==> src/rtl/clock_divide_mc_if.sv <==
// Host register bus for the multi-channel clock divider.
// The host drives the strobes, address and write data.
// The divider returns registered read data.
interface clock_divide_mc_if;
    logic       write;
    logic       read;
    logic [6:0] address;
    logic [7:0] writedata;
    logic [7:0] readdata;

    modport master (
        output write,
        output read,
        output address,
        output writedata,
        input  readdata
    );

    modport slave (
        input  write,
        input  read,
        input  address,
        input  writedata,
        output readdata
    );
endinterface

==> src/rtl/clock_divide_mc.sv <==
// Multi-channel programmable clock divider.
// Each channel counts 0..N-1 and drives a registered divided output and a period tick.
// A new divisor is staged in a shadow register and only becomes active on a period
// boundary, on an enable, or on a sync, so a running period is never cut short.
module clock_divide_mc #(
    parameter int NUM_CH = 4,
    parameter int DIV_W  = 16
) (
    input  logic                    clk,
    input  logic                    rst,
    clock_divide_mc_if.slave        bus,
    output logic [NUM_CH-1:0]       clk_out,
    output logic [NUM_CH-1:0]       tick
);

    localparam logic [DIV_W-1:0] DivOne   = DIV_W'(1);
    localparam logic [DIV_W-1:0] DivTwo   = DIV_W'(2);
    localparam logic [6:0]       SyncAddr = 7'h7F;

    logic [7:0]       stageQ  [NUM_CH];
    logic [7:0]       stageD  [NUM_CH];
    logic [DIV_W-1:0] shadowQ [NUM_CH];
    logic [DIV_W-1:0] shadowD [NUM_CH];
    logic [DIV_W-1:0] divQ    [NUM_CH];
    logic [DIV_W-1:0] divD    [NUM_CH];
    logic [DIV_W-1:0] cntQ    [NUM_CH];
    logic [DIV_W-1:0] cntD    [NUM_CH];

    logic [NUM_CH-1:0] enQ;
    logic [NUM_CH-1:0] enD;
    logic [NUM_CH-1:0] modeQ;
    logic [NUM_CH-1:0] modeD;
    logic [NUM_CH-1:0] clkOutQ;
    logic [NUM_CH-1:0] clkOutD;
    logic [NUM_CH-1:0] tickQ;
    logic [NUM_CH-1:0] tickD;
    logic [NUM_CH-1:0] chHit;
    logic [NUM_CH-1:0] restart;
    logic [NUM_CH-1:0] runNext;

    logic [7:0] readdataQ;
    logic [7:0] readdataD;

    logic [4:0] chanSel;
    logic [1:0] regSel;
    logic       syncWrite;

    assign chanSel   = bus.address[6:2];
    assign regSel    = bus.address[1:0];
    assign syncWrite = bus.write && (bus.address == SyncAddr);

    // Register writes, restart detection, counter stepping and output decode of the next cycle.
    always_comb begin
        for (int c = 0; c < NUM_CH; c++) begin
            stageD[c]  = stageQ[c];
            shadowD[c] = shadowQ[c];
            enD[c]     = enQ[c];
            modeD[c]   = modeQ[c];
            restart[c] = 1'b0;
            chHit[c]   = bus.write && (chanSel == 5'(c));

            if (chHit[c]) begin
                case (regSel)
                    2'd0: stageD[c] = bus.writedata;
                    2'd1: shadowD[c] = DIV_W'({bus.writedata, stageQ[c]});
                    2'd2: begin
                        enD[c]     = bus.writedata[0];
                        modeD[c]   = bus.writedata[1];
                        restart[c] = bus.writedata[0] && !enQ[c];
                    end
                    default: ;
                endcase
            end

            if (syncWrite && (c < 8) && bus.writedata[3'(c)] && enQ[c]) begin
                restart[c] = 1'b1;
            end

            divD[c] = divQ[c];
            cntD[c] = '0;
            if (enD[c]) begin
                if (restart[c]) begin
                    divD[c] = shadowQ[c];
                end else if (divQ[c] >= DivTwo) begin
                    if (cntQ[c] == divQ[c] - DivOne) begin
                        divD[c] = shadowQ[c];
                    end else begin
                        cntD[c] = cntQ[c] + DivOne;
                    end
                end
            end

            runNext[c] = enD[c] && (divD[c] >= DivTwo);
            tickD[c]   = runNext[c] && (cntD[c] == '0);
            if (modeD[c]) begin
                clkOutD[c] = runNext[c] && (cntD[c] == '0);
            end else begin
                clkOutD[c] = runNext[c] && ({cntD[c], 1'b0} < {1'b0, divD[c]});
            end
        end
    end

    // Read mux sampled from current state, so a same-cycle write is not visible yet.
    always_comb begin
        readdataD = readdataQ;
        if (bus.read) begin
            readdataD = '0;
            for (int c = 0; c < NUM_CH; c++) begin
                if (chanSel == 5'(c)) begin
                    case (regSel)
                        2'd0: readdataD = 8'(16'(shadowQ[c]));
                        2'd1: readdataD = 8'(16'(shadowQ[c]) >> 8);
                        2'd2: readdataD = {6'd0, modeQ[c], enQ[c]};
                        default: readdataD = {7'd0, enQ[c] && (divQ[c] >= DivTwo)};
                    endcase
                end
            end
        end
    end

    // State register for all channels and the read data, cleared by reset.
    always_ff @(posedge clk) begin
        if (rst) begin
            for (int c = 0; c < NUM_CH; c++) begin
                stageQ[c]  <= '0;
                shadowQ[c] <= '0;
                divQ[c]    <= '0;
                cntQ[c]    <= '0;
            end
            enQ       <= '0;
            modeQ     <= '0;
            clkOutQ   <= '0;
            tickQ     <= '0;
            readdataQ <= '0;
        end else begin
            for (int c = 0; c < NUM_CH; c++) begin
                stageQ[c]  <= stageD[c];
                shadowQ[c] <= shadowD[c];
                divQ[c]    <= divD[c];
                cntQ[c]    <= cntD[c];
            end
            enQ       <= enD;
            modeQ     <= modeD;
            clkOutQ   <= clkOutD;
            tickQ     <= tickD;
            readdataQ <= readdataD;
        end
    end

    assign clk_out      = clkOutQ;
    assign tick         = tickQ;
    assign bus.readdata = readdataQ;

endmodule

==> src/flat_wrapper.sv <==
// flat-port wrapper written by rule: the top's interface ports become plain ports
module clock_divide_mc_flat 
#(
    parameter int NUM_CH = 4,
    parameter int DIV_W  = 16
)
  (clk, rst, clk_out, tick, bus_write, bus_read, bus_address, bus_writedata, bus_readdata);
  clock_divide_mc_if bus_i ();
  input  logic clk;
  input  logic rst;
  output logic [NUM_CH-1:0] clk_out;
  output logic [NUM_CH-1:0] tick;
  input wire logic [$bits(bus_i.write)-1:0] bus_write;
  input wire logic [$bits(bus_i.read)-1:0] bus_read;
  input wire logic [$bits(bus_i.address)-1:0] bus_address;
  input wire logic [$bits(bus_i.writedata)-1:0] bus_writedata;
  output wire logic [$bits(bus_i.readdata)-1:0] bus_readdata;
  assign bus_i.write = bus_write;
  assign bus_i.read = bus_read;
  assign bus_i.address = bus_address;
  assign bus_i.writedata = bus_writedata;
  assign bus_readdata = bus_i.readdata;
  clock_divide_mc #(.NUM_CH(NUM_CH), .DIV_W(DIV_W)) u_core (.clk(clk), .rst(rst), .bus(bus_i), .clk_out(clk_out), .tick(tick));
endmodule
==> config.mk <==
export PLATFORM = sky130hd
export DESIGN_NAME = clock_divide_mc_flat
export DESIGN_NICKNAME = d
export VERILOG_FILES = /design/src/rtl/clock_divide_mc_if.sv /design/src/rtl/clock_divide_mc.sv /design/src/flat_wrapper.sv
export SDC_FILE = /design/constraint.sdc
export NUM_CORES = 1
export LEC_CHECK = 0
export ABC_CLOCK_PERIOD_IN_PS = 6900
export BUFFER_PORTS_ARGS = -buffer_cell sky130_fd_sc_hd__buf_4
export CORE_MARGIN = 3
export CORE_UTILIZATION = 30
export DETAILED_ROUTE_END_ITERATION = 7
export PLACE_DENSITY_LB_ADDON = 0.15
export SYNTH_ARGS = -nofsm -noshare
export SYNTH_HDL_FRONTEND = slang
export SYNTH_SLANG_ARGS = --single-unit
export TNS_END_PERCENT = 50
==> constraint.sdc <==
create_clock -name clk -period 6.9 [get_ports clk]
set_clock_uncertainty 0.1 [all_clocks]
set_input_delay 1.38 -clock clk [delete_from_list [all_inputs] [get_ports clk]]
set_output_delay 1.38 -clock clk [all_outputs]
set_load 0.01 [all_outputs]
Word-level counts from Yosys, hierarchy flattened
Memories as Yosys holds them, arrays and structs flattened.
Cells that the tools add are included.
Storage, ports and cells
  register bits after elaboration: 24
  bits in writable memories: 224
  bits of input ports: 19
  output and inout port bits: 16
  logic and storage cells: 205
  memories kept: 4
Memories
  u_core.cntQ: words 4, bits a word 16, read ports 4, clocked after Yosys merged registers in 0, wr ports 4, RTL line clock_divide_mc.sv:26  | logic [DIV_W-1:0] cntQ [NUM_CH];
  u_core.divQ: words 4, bits a word 16, read ports 4, clocked after Yosys merged registers in 0, wr ports 4, RTL line clock_divide_mc.sv:24  | logic [DIV_W-1:0] divQ [NUM_CH];
  u_core.shadowQ: words 4, bits a word 16, read ports 4, clocked after Yosys merged registers in 0, wr ports 4, RTL line clock_divide_mc.sv:22  | logic [DIV_W-1:0] shadowQ [NUM_CH];
  u_core.stageQ: words 4, bits a word 8, read ports 4, clocked after Yosys merged registers in 0, wr ports 4, RTL line clock_divide_mc.sv:20  | logic [7:0] stageQ [NUM_CH];
Operators by class
  add/sub/neg operators: 8
  $lt $le $gt $ge: 12
  equality and inequality tests: 10
  multiplexer cells: 107
  bitwise logic cells: 16
  reduce and logical (&&, ||, !) cells: 43
Operators by type and width (number)
  16-bit 2-to-1 mux: 52
  16-bit by 2-bit greater-or-equal comparator with 1-bit output (second input constant): 8
  8-bit 2-to-1 mux: 16
  8-bit one-hot mux with 3 select lines: 4
  17-bit by 16-bit less-than comparator with 1-bit output: 4
  16-bit by 1-bit adder with 16-bit output (second input constant): 4
  16-bit == test: 4
  16-bit zero test: 4
  16-bit by 1-bit subtractor with 16-bit output (second input constant): 4
  1-bit 2-to-1 mux: 35
  1-bit logical AND: 33
  1-bit bitwise OR: 16
  5-bit by 2-bit == test with 1-bit output (second input constant): 2
  7-bit == test (second input constant): 1
  5-bit by 1-bit == test with 1-bit output (second input constant): 1
  5-bit zero test: 1
  1-bit zero test: 4
  2-bit by 1-bit == test with 1-bit output (second input constant): 1
  2-bit == test (second input constant): 1
  2-bit zero test: 1

Logic depth before layout (Yosys ltp)
Gate-level depths: netlist of run 1.
  depth after elaboration: 11
  depth in mapped cells: 22
  gate-level depth less buffers: 20

Least setup slack after synthesis of run 1
Ideal clock, no wire load.
  path type: in2reg
  start: input bus_address[6]
  end: register u_core.clkOutQ[3] (netlist: u_core.clk_out[3])
  setup time: 86 ps
  data arrival time: 5197 ps
  required time: 6714 ps
  slack: 1517 ps
  cell stages on the path: 18
  path buffers: 1
  path through: nor3_1 and4bb_2 mux2i_1 a21oi_1 a41oi_1 nand2_1 clkbuf_1 nor2_1 ha_1 a21o_1 a21o_1 a21oi_1 nor2_1 a2111oi_0 nor2_1 a211oi_1 a41oi_1 a211oi_1
RTL lines
  start, declared: RTL line flat_wrapper.sv:15  | input wire logic [$bits(bus_i.address)-1:0] bus_address;
  end signal, assigned: RTL line clock_divide_mc.sv:144  | clkOutQ <= clkOutD;
  end, declared: RTL line clock_divide_mc.sv:33  | logic [NUM_CH-1:0] clkOutQ;

==> run metrics, run 1 <==
largest net degree at the start of global routing 114; unique cell type count in the Yosys netlist 83; die footprint around 0.052 sq mm; Final TNS setup 0 ps; reg2reg start u_core.divQ[1][0]; GP Congestion 0.863; R2R cell count 20; Cell Rows 80; leading post-synthesis cells by instance count 307 x nor2_1, 248 x dfxtp_1, 191 x nand2_1, 116 x mux2i_1, 105 x a21oi_1; crit path kind reg -> reg; post-synth top area share 33.8%; first-pass GRT wire length 71200 um; min Tclk post-route 5420 ps; startpoint types flop; via/cell ratio roughly 5.2; #FFs+latches synth 248; hold path start u_core.stageQ[2][1]; ys async rst share 0%; Remaining DRCs 0; DR vias ~13000; CP Cell Sequence inv_1 > ha_1 > or3b_2 > xnor2_1 > o31ai_1 > or4b_1 > nor4_2 > a311oi_2 > buf_4 > mux2i_1 > ha_1 > o21ai_0 > nor3_1 > and3_1 > nand4_1 > nor2_1 > a21oi_1 > o211ai_1 > a211o_1 > a221oi_1; Syn Inst Count approximately 1800; Crit path largest cell delay 590 ps; cell mode on critical path ha_1; CTS root buf clkbuf_16; Synth Warn # 0; Final period util 78.6%; post-place setup slack roughly 1100 ps; reg2reg setup slack around 1500 ps; Worst R2R End u_core.clk_out[1]; footprint of the multi-input gates 0.00915 sq mm; Main synth FF type dfxtp_1; Die Span Y 227 um; WL final 45200 um; Final ANT Viol Nets 0; top cells by area, synth dfxtp_1 34%, mux2i_1 7.9%, nor2_1 7.8%, ha_1 6.1%, nand2_1 4.9%; Mean Syn Cell Area roughly 8.1 sq um; Max stage delay cell, worst path or3b_2; fin nets 1878; GRT Util Overall between 10% and 20%; Final setup viols 0; Syn Std Cell Area 0.0147 sq mm; Fin. Hold Viols 0; Worst Tran Pin Value 1080 ps; Synth Net Count 1913; Worst Path Required 7260 ps; status finished, final reports clean; hold path endpoint u_core.shadowQ[2][1]; Seq/Total Area, Yosys 33.8%; dpl hpwl 33200 um; Storage cell area between 0.004 and 0.005 sq mm; CTS tree built; # H-tree levels 1; EDFF count, synth 0; most common cell in the synthesized netlist nor2_1; vias in the first global route 12091; initial antenna violation count 0; core area 0.0480 sq mm; Slew Limit Headroom 27.3%; n_diodes 0; share of cells above drive strength 1 about 8.1%; Critical Path End Type flop; fill cell count ~5000; Final Max Tran Viols 0; Hold-fix buffers, CTS 0; CTS sink cnt 248; final worst slack 1480 ps; gr ovfl total 0; # port buffers 34; Resize count post-CTS 0; Lkg Pwr approximately 6.5 nW; Pwr Density 196 mW/mm^2; Initial DRC Count 818; Worst Hold Class reg -> reg; Critical Path AT 5780 ps; Setup Buffers After CTS 0; Max Fanout on Critical Path 16; Die W 227 um; total of max-cap violations 0; Bufs on Longest Clock Path 3; drt wl/cell between 15 and 20 um; PnR Total Power 3.22 mW; initial core utilization ~31%; Fmax 0.184 GHz; RSZ-0062 raised after global routing no; worst hold path depth 2; IR drop worst, VDD ~0.18 mV; Worst-path clk slew 60 ps; first-pass detailed-route iteration total 5; Clk Latency, worst-skew pair ~570 ps; Layout Area Growth over Synthesis 11.6%; I/O pin cnt 35; TritonCTS buffer count 31; post-synth top area cell dfxtp_1
-- cell usage in the layout (no fill, tap or decap), types with 24 or more instances in the layout --
| master | count |
|---|---|
| nor2_1 | 307 |
| dfxtp_1 | 248 |
| nand2_1 | 191 |
| mux2i_1 | 116 |
| a21oi_1 | 105 |
| xnor2_1 | 74 |
| ha_1 | 72 |
| xor2_1 | 67 |
| nand3_1 | 60 |
| nor3_1 | 45 |
| buf_4 | 43 |
| nand4_1 | 42 |
| nor4_1 | 40 |
| o21ai_0 | 39 |
| clkbuf_16 | 31 |
| inv_1 | 27 |
| and3_1 | 24 |
-- flip-flops by register name, summed over array words and instances, names as in the netlist --
register	count
u_core.modeQ	4
u_core.tick	4
u_core.divQ	64
u_core.clk_out	4
u_core.stageQ	32
u_core.cntQ	64
u_core.bus.readdata	8
u_core.enQ	4
u_core.shadowQ	64
-- worst max path at each step --
stage                                    to  depth (start not counted)         startpoint  slack [ps]
after detailed placement  u_core.clk_out[1]                         19     bus_address[0]        1070
after global placement    u_core.clk_out[1]                         19     bus_address[2]        1160
after floorplan           u_core.clk_out[3]                         18     bus_address[6]        1520
after global routing      u_core.clk_out[1]                         20  u_core.divQ[1][0]         900
after CTS                 u_core.clk_out[1]                         20  u_core.divQ[1][0]        1440
final                     u_core.clk_out[1]                         20  u_core.divQ[1][0]        1480
-- logic make-up after synthesis --
| group | count (synthesis) | share of synthesized area, % |
|---|---|---|
| adders and majority gates | 72 | 6.13 |
| AOI/OAI and AO/OA | 265 | 11.6 |
| DFF | 248 | 33.8 |
| and+or+nand+nor | 821 | 26.7 |
| buffers and inverters | 140 | 3.94 |
| xor gates and xnor gates | 141 | 8.41 |
| muxes | 135 | 9.39 |
-- critical path, delay by kind of cell, from the launching register on --
kind,cells,cell delay (ps)
XOR/XNOR,1,190
AND/OR/NAND/NOR,7,1990
adder cells (fa/ha/maj),2,480
AO/OA/AOI/OAI,7,1550
flip-flops,1,400
multiplexers,1,230
buffers and inverters,2,360
-- power by group --
group	switching (mW)	internal, mW	leakage, nW
clock network	0.645	1.05	0.521
registers	0.00377	1.44	2.00
logic	0.0584	0.0222	3.97
total	0.707	2.51	6.49
-- metal layers --
metal	global-route usage [%]	share of wire, %	routed length (um)
met1	24.5	49	22100
met2	28.3	45	20500
met3	2.75	4.3	1960
met4	3.40	1.5	687
met5	0	0	0
-- area by class of cell --
| class | instances | area share (%) |
|---|---|---|
| Inverter | 27 | 0.618 |
| Multi-Input combinational cell | 1434 | 55.8 |
| Clock buffer | 40 | 5.24 |
| Clock inverter | 13 | 1.18 |
| Timing Repair Buffer | 45 | 2.16 |
| Tap cell | 615 | 4.69 |
| Sequential cell | 248 | 30.3 |
-- through the flow --
stage	std cells	utilization (%)	area [sq um]	hold WS, ps
after floorplan	1822	-	14700	331
after global placement	2369	31.9	15300	337
after detailed placement	2369	31.9	15300	344
after CTS	2422	34.1	16400	354
after global routing	2422	34.1	16400	363
final	2422	34.1	16400	347
Note: power is estimated with default switching activity, not from simulation.
==> run 2, diff against run 1 <==
--- a/config.mk
+++ b/config.mk
@@ -5,7 +5,8 @@
 export SDC_FILE = /design/constraint.sdc
 export NUM_CORES = 1
 export LEC_CHECK = 0
-export ABC_CLOCK_PERIOD_IN_PS = 6900
+export ABC_AREA = 1
+export ABC_CLOCK_PERIOD_IN_PS = 4700
 export BUFFER_PORTS_ARGS = -buffer_cell sky130_fd_sc_hd__buf_4
 export CORE_MARGIN = 3
 export CORE_UTILIZATION = 30
==> constraint.sdc (replaced) <==
create_clock -name clk -period 4.7 [get_ports clk]
set_clock_uncertainty 0.1 [all_clocks]
set_input_delay 0.94 -clock clk [delete_from_list [all_inputs] [get_ports clk]]
set_output_delay 0.94 -clock clk [all_outputs]
set_load 0.01 [all_outputs]
==> run metrics, run 2 <==
status finished, final reports clean; # port buffers 34 (unchanged); #FFs+latches synth 248 (unchanged); Remaining DRCs 0 (unchanged); Critical Path AT 4500 ps (-1280 ps); first-pass GRT wire length 78200 um (+9.9%); Synth Net Count 2500 (+31%); fill cell count 5512 (+8.8%); total of max-cap violations 0 (unchanged); drt wl/cell 15.8 um (-15%); EDFF count, synth 0 (unchanged); most common cell in the synthesized netlist nand2_1; CTS sink cnt 248 (unchanged); CTS tree built; vias in the first global route 14161 (+17%); Initial DRC Count 1024 (+25%); Clk Latency, worst-skew pair 570 ps (about the same); Final Max Tran Viols 0 (unchanged); startpoint types flop; # H-tree levels 1 (unchanged); dpl hpwl 38000 um (+14%); min Tclk post-route 4100 ps (-1320 ps); most frequent cells in the layout 537 x nand2_1, 474 x nor2_1, 288 x inv_1, 248 x dfxtp_1, 138 x o21ai_0; crit path kind reg -> reg; Syn Std Cell Area 0.0155 sq mm (+5.5%); core area 0.0506 sq mm (+5.3%); Setup Buffers After CTS 0 (unchanged); final worst slack 597 ps (-880 ps); Pwr Density 277 mW/mm^2 (+41%); Layout Area Growth over Synthesis 13.4%; leading post-synthesis cells by instance count 537 x nand2_1, 474 x nor2_1, 289 x inv_1, 248 x dfxtp_1, 138 x o21ai_0; Synth Warn # 0 (unchanged); WL final 49400 um (+9.2%); initial core utilization 30.6% (+0.061 points); share of cells above drive strength 1 7.84% (-0.30 points); met3 GRT Util 2.77% (+0.022 points); Die Span Y 233 um (+2.6%); Die W 233 um (+2.6%); Worst Tran Pin Value 1030 ps (-49.7 ps); Worst Path Required 5100 ps (-2160 ps); unique cell type count in the Yosys netlist 59 (-29%); Critical Path End Type flop; met2 Use GR 27.1% (-1.1 points); CTS root buf clkbuf_16; Main synth FF type dfxtp_1; first-pass detailed-route iteration total 5 (unchanged); grt peak-use layer met2; Final setup viols 0 (unchanged); Crit path largest cell delay 370 ps (-220 ps); Hold-fix buffers, CTS 0 (unchanged); Final TNS setup 0 ps (unchanged); I/O pin cnt 35 (unchanged); Worst-path clk slew 60 ps (about the same); IR drop worst, VDD 0.251 mV (+38%); top cells by area, synth dfxtp_1 32%, nand2_1 13%, nor2_1 11%, inv_1 7.0%, ha_1 5.8%; TritonCTS buffer count 31 (unchanged); largest net degree at the start of global routing 72 (-37%); Seq/Total Area, Yosys 32.0% (-1.8 points); Fmax 0.244 GHz (+32%); Final ANT Viol Nets 0 (unchanged); ys async rst share 0% (unchanged); post-place setup slack 319 ps (-754 ps); largest registers u_core.cntQ x64, u_core.divQ x64, u_core.shadowQ x64; gr ovfl total 0 (unchanged); post-synth top area cell dfxtp_1; Mean Syn Cell Area 6.43 sq um (-20%); Fin. Hold Viols 0 (unchanged); fin nets 2517 (+34%); die footprint 0.0544 sq mm (+5.3%); via/cell ratio 4.79 (-8.2%); GRT Util Overall 18.0% (+0.64 points); Max Fanout on Critical Path 17 (+1); Lkg Pwr 8.38 nW (+29%); post-synth top area share 32.0% (-1.8 points); initial antenna violation count 2 (+2); DR vias 14972 (+18%); RSZ-0062 raised after global routing no; commonest non-fill, non-tap cell in the layout nand2_1; Final period util 87.3% (+8.7 points); met1 GRT Util 26.6% (+2.1 points); Slew Limit Headroom 31.2% (+4.0 points); Bufs on Longest Clock Path 3 (unchanged); Max stage delay cell, worst path dfxtp_1; Cell Rows 82 (+2.5%); Worst Hold Class reg -> reg; Syn Inst Count 2409 (+32%); GP Congestion 0.912 (+5.7%)
[run 2: changes by cell type in the layout (fill, tap and decap cells not counted), sizes merged, moves of 79 or more]
cell   delta
mux2i   -116
nor2    +185
o21ai   +110
inv     +279
nand3    +79
nand2   +367
[run 2: worst paths after layout]
| path | startpoint | to | slack [ps] | depth (start not counted) |
|---|---|---|---|---|
| worst min register to register | u_core.stageQ[2][3] | u_core.shadowQ[2][3] | 380 | 2 |
| worst min-delay path | u_core.stageQ[2][3] | u_core.shadowQ[2][3] | 380 | 2 |
| worst max-delay path | u_core.divQ[1][1] | u_core.clk_out[1] | 600 | 28 |
| worst max register to register | u_core.divQ[1][1] | u_core.clk_out[1] | 600 | 28 |
[run 2: final cells by class]
cell class	count	area [sq um]	area share (%)
inverters	308	1160	6.58
diodes	1	2.50	0.0142
repair buffers	59	443	2.52
clock inverters	19	262	1.49
flip-flops and latches	248	4960	28.3
clock buffers	38	852	4.85
multi-input cells	1778	9040	51.5
well taps	672	841	4.79
[run 2: logic make-up after synthesis]
logic type	Yosys count	synth area share (%)
buffers and inverters	383	9.60
AND/OR/NAND/NOR	1323	36.4
flip-flops	248	32.0
AO/OA/AOI/OAI	299	11.2
adder cells (fa/ha/maj)	72	5.82
XOR/XNOR	84	4.93
[run 2: per-stage QoR]
stage	instances	instance area, sq um	total power [mW]	utilization, %	hold slack (ps)
global placement	3065	16400	2.31	32.5	359
finish	3123	17600	4.86	34.7	379
detailed placement	3065	16400	2.31	32.5	361
global route	3123	17600	5.03	34.7	397
floorplan	2409	15500	2.24	-	340
CTS	3122	17600	4.93	34.7	378
[run 2: layer usage]
metal  wire [um]  part of all wire, %  vias to the layer above
met4         945                  1.9                        2
met3        2650                  5.4                       66
met1       25200                   51                     6826
met5          41                0.083                        -
met2       20600                   42                      346
li1            -                    -                     7732
[run 2: critical path, delay by kind of cell, from the launching register on]
| family | cells | cell delay [ps] |
|---|---|---|
| buffers and inverters | 4 | 330 |
| AOI/OAI and AO/OA | 2 | 320 |
| DFF | 1 | 370 |
| and+or+nand+nor | 20 | 2440 |
| adders and majority gates | 2 | 480 |
[run 2: power by group]
part | leakage, nW | internal [mW] | switching, mW | total, mW
clock network | 0.537 | 1.61 | 0.986 | 2.60
logic | 5.85 | 0.0378 | 0.111 | 0.148
registers | 2.00 | 2.11 | 0.00592 | 2.11
[run 2: what timing repair did]
| action | 4_1_cts | 5_1_grt |
|---|---|---|
| endpoints found under the hold margin | 0 | 0 |
| setup endpoints to repair | 0 | 1 |
| resized for setup | 0 | 1 |
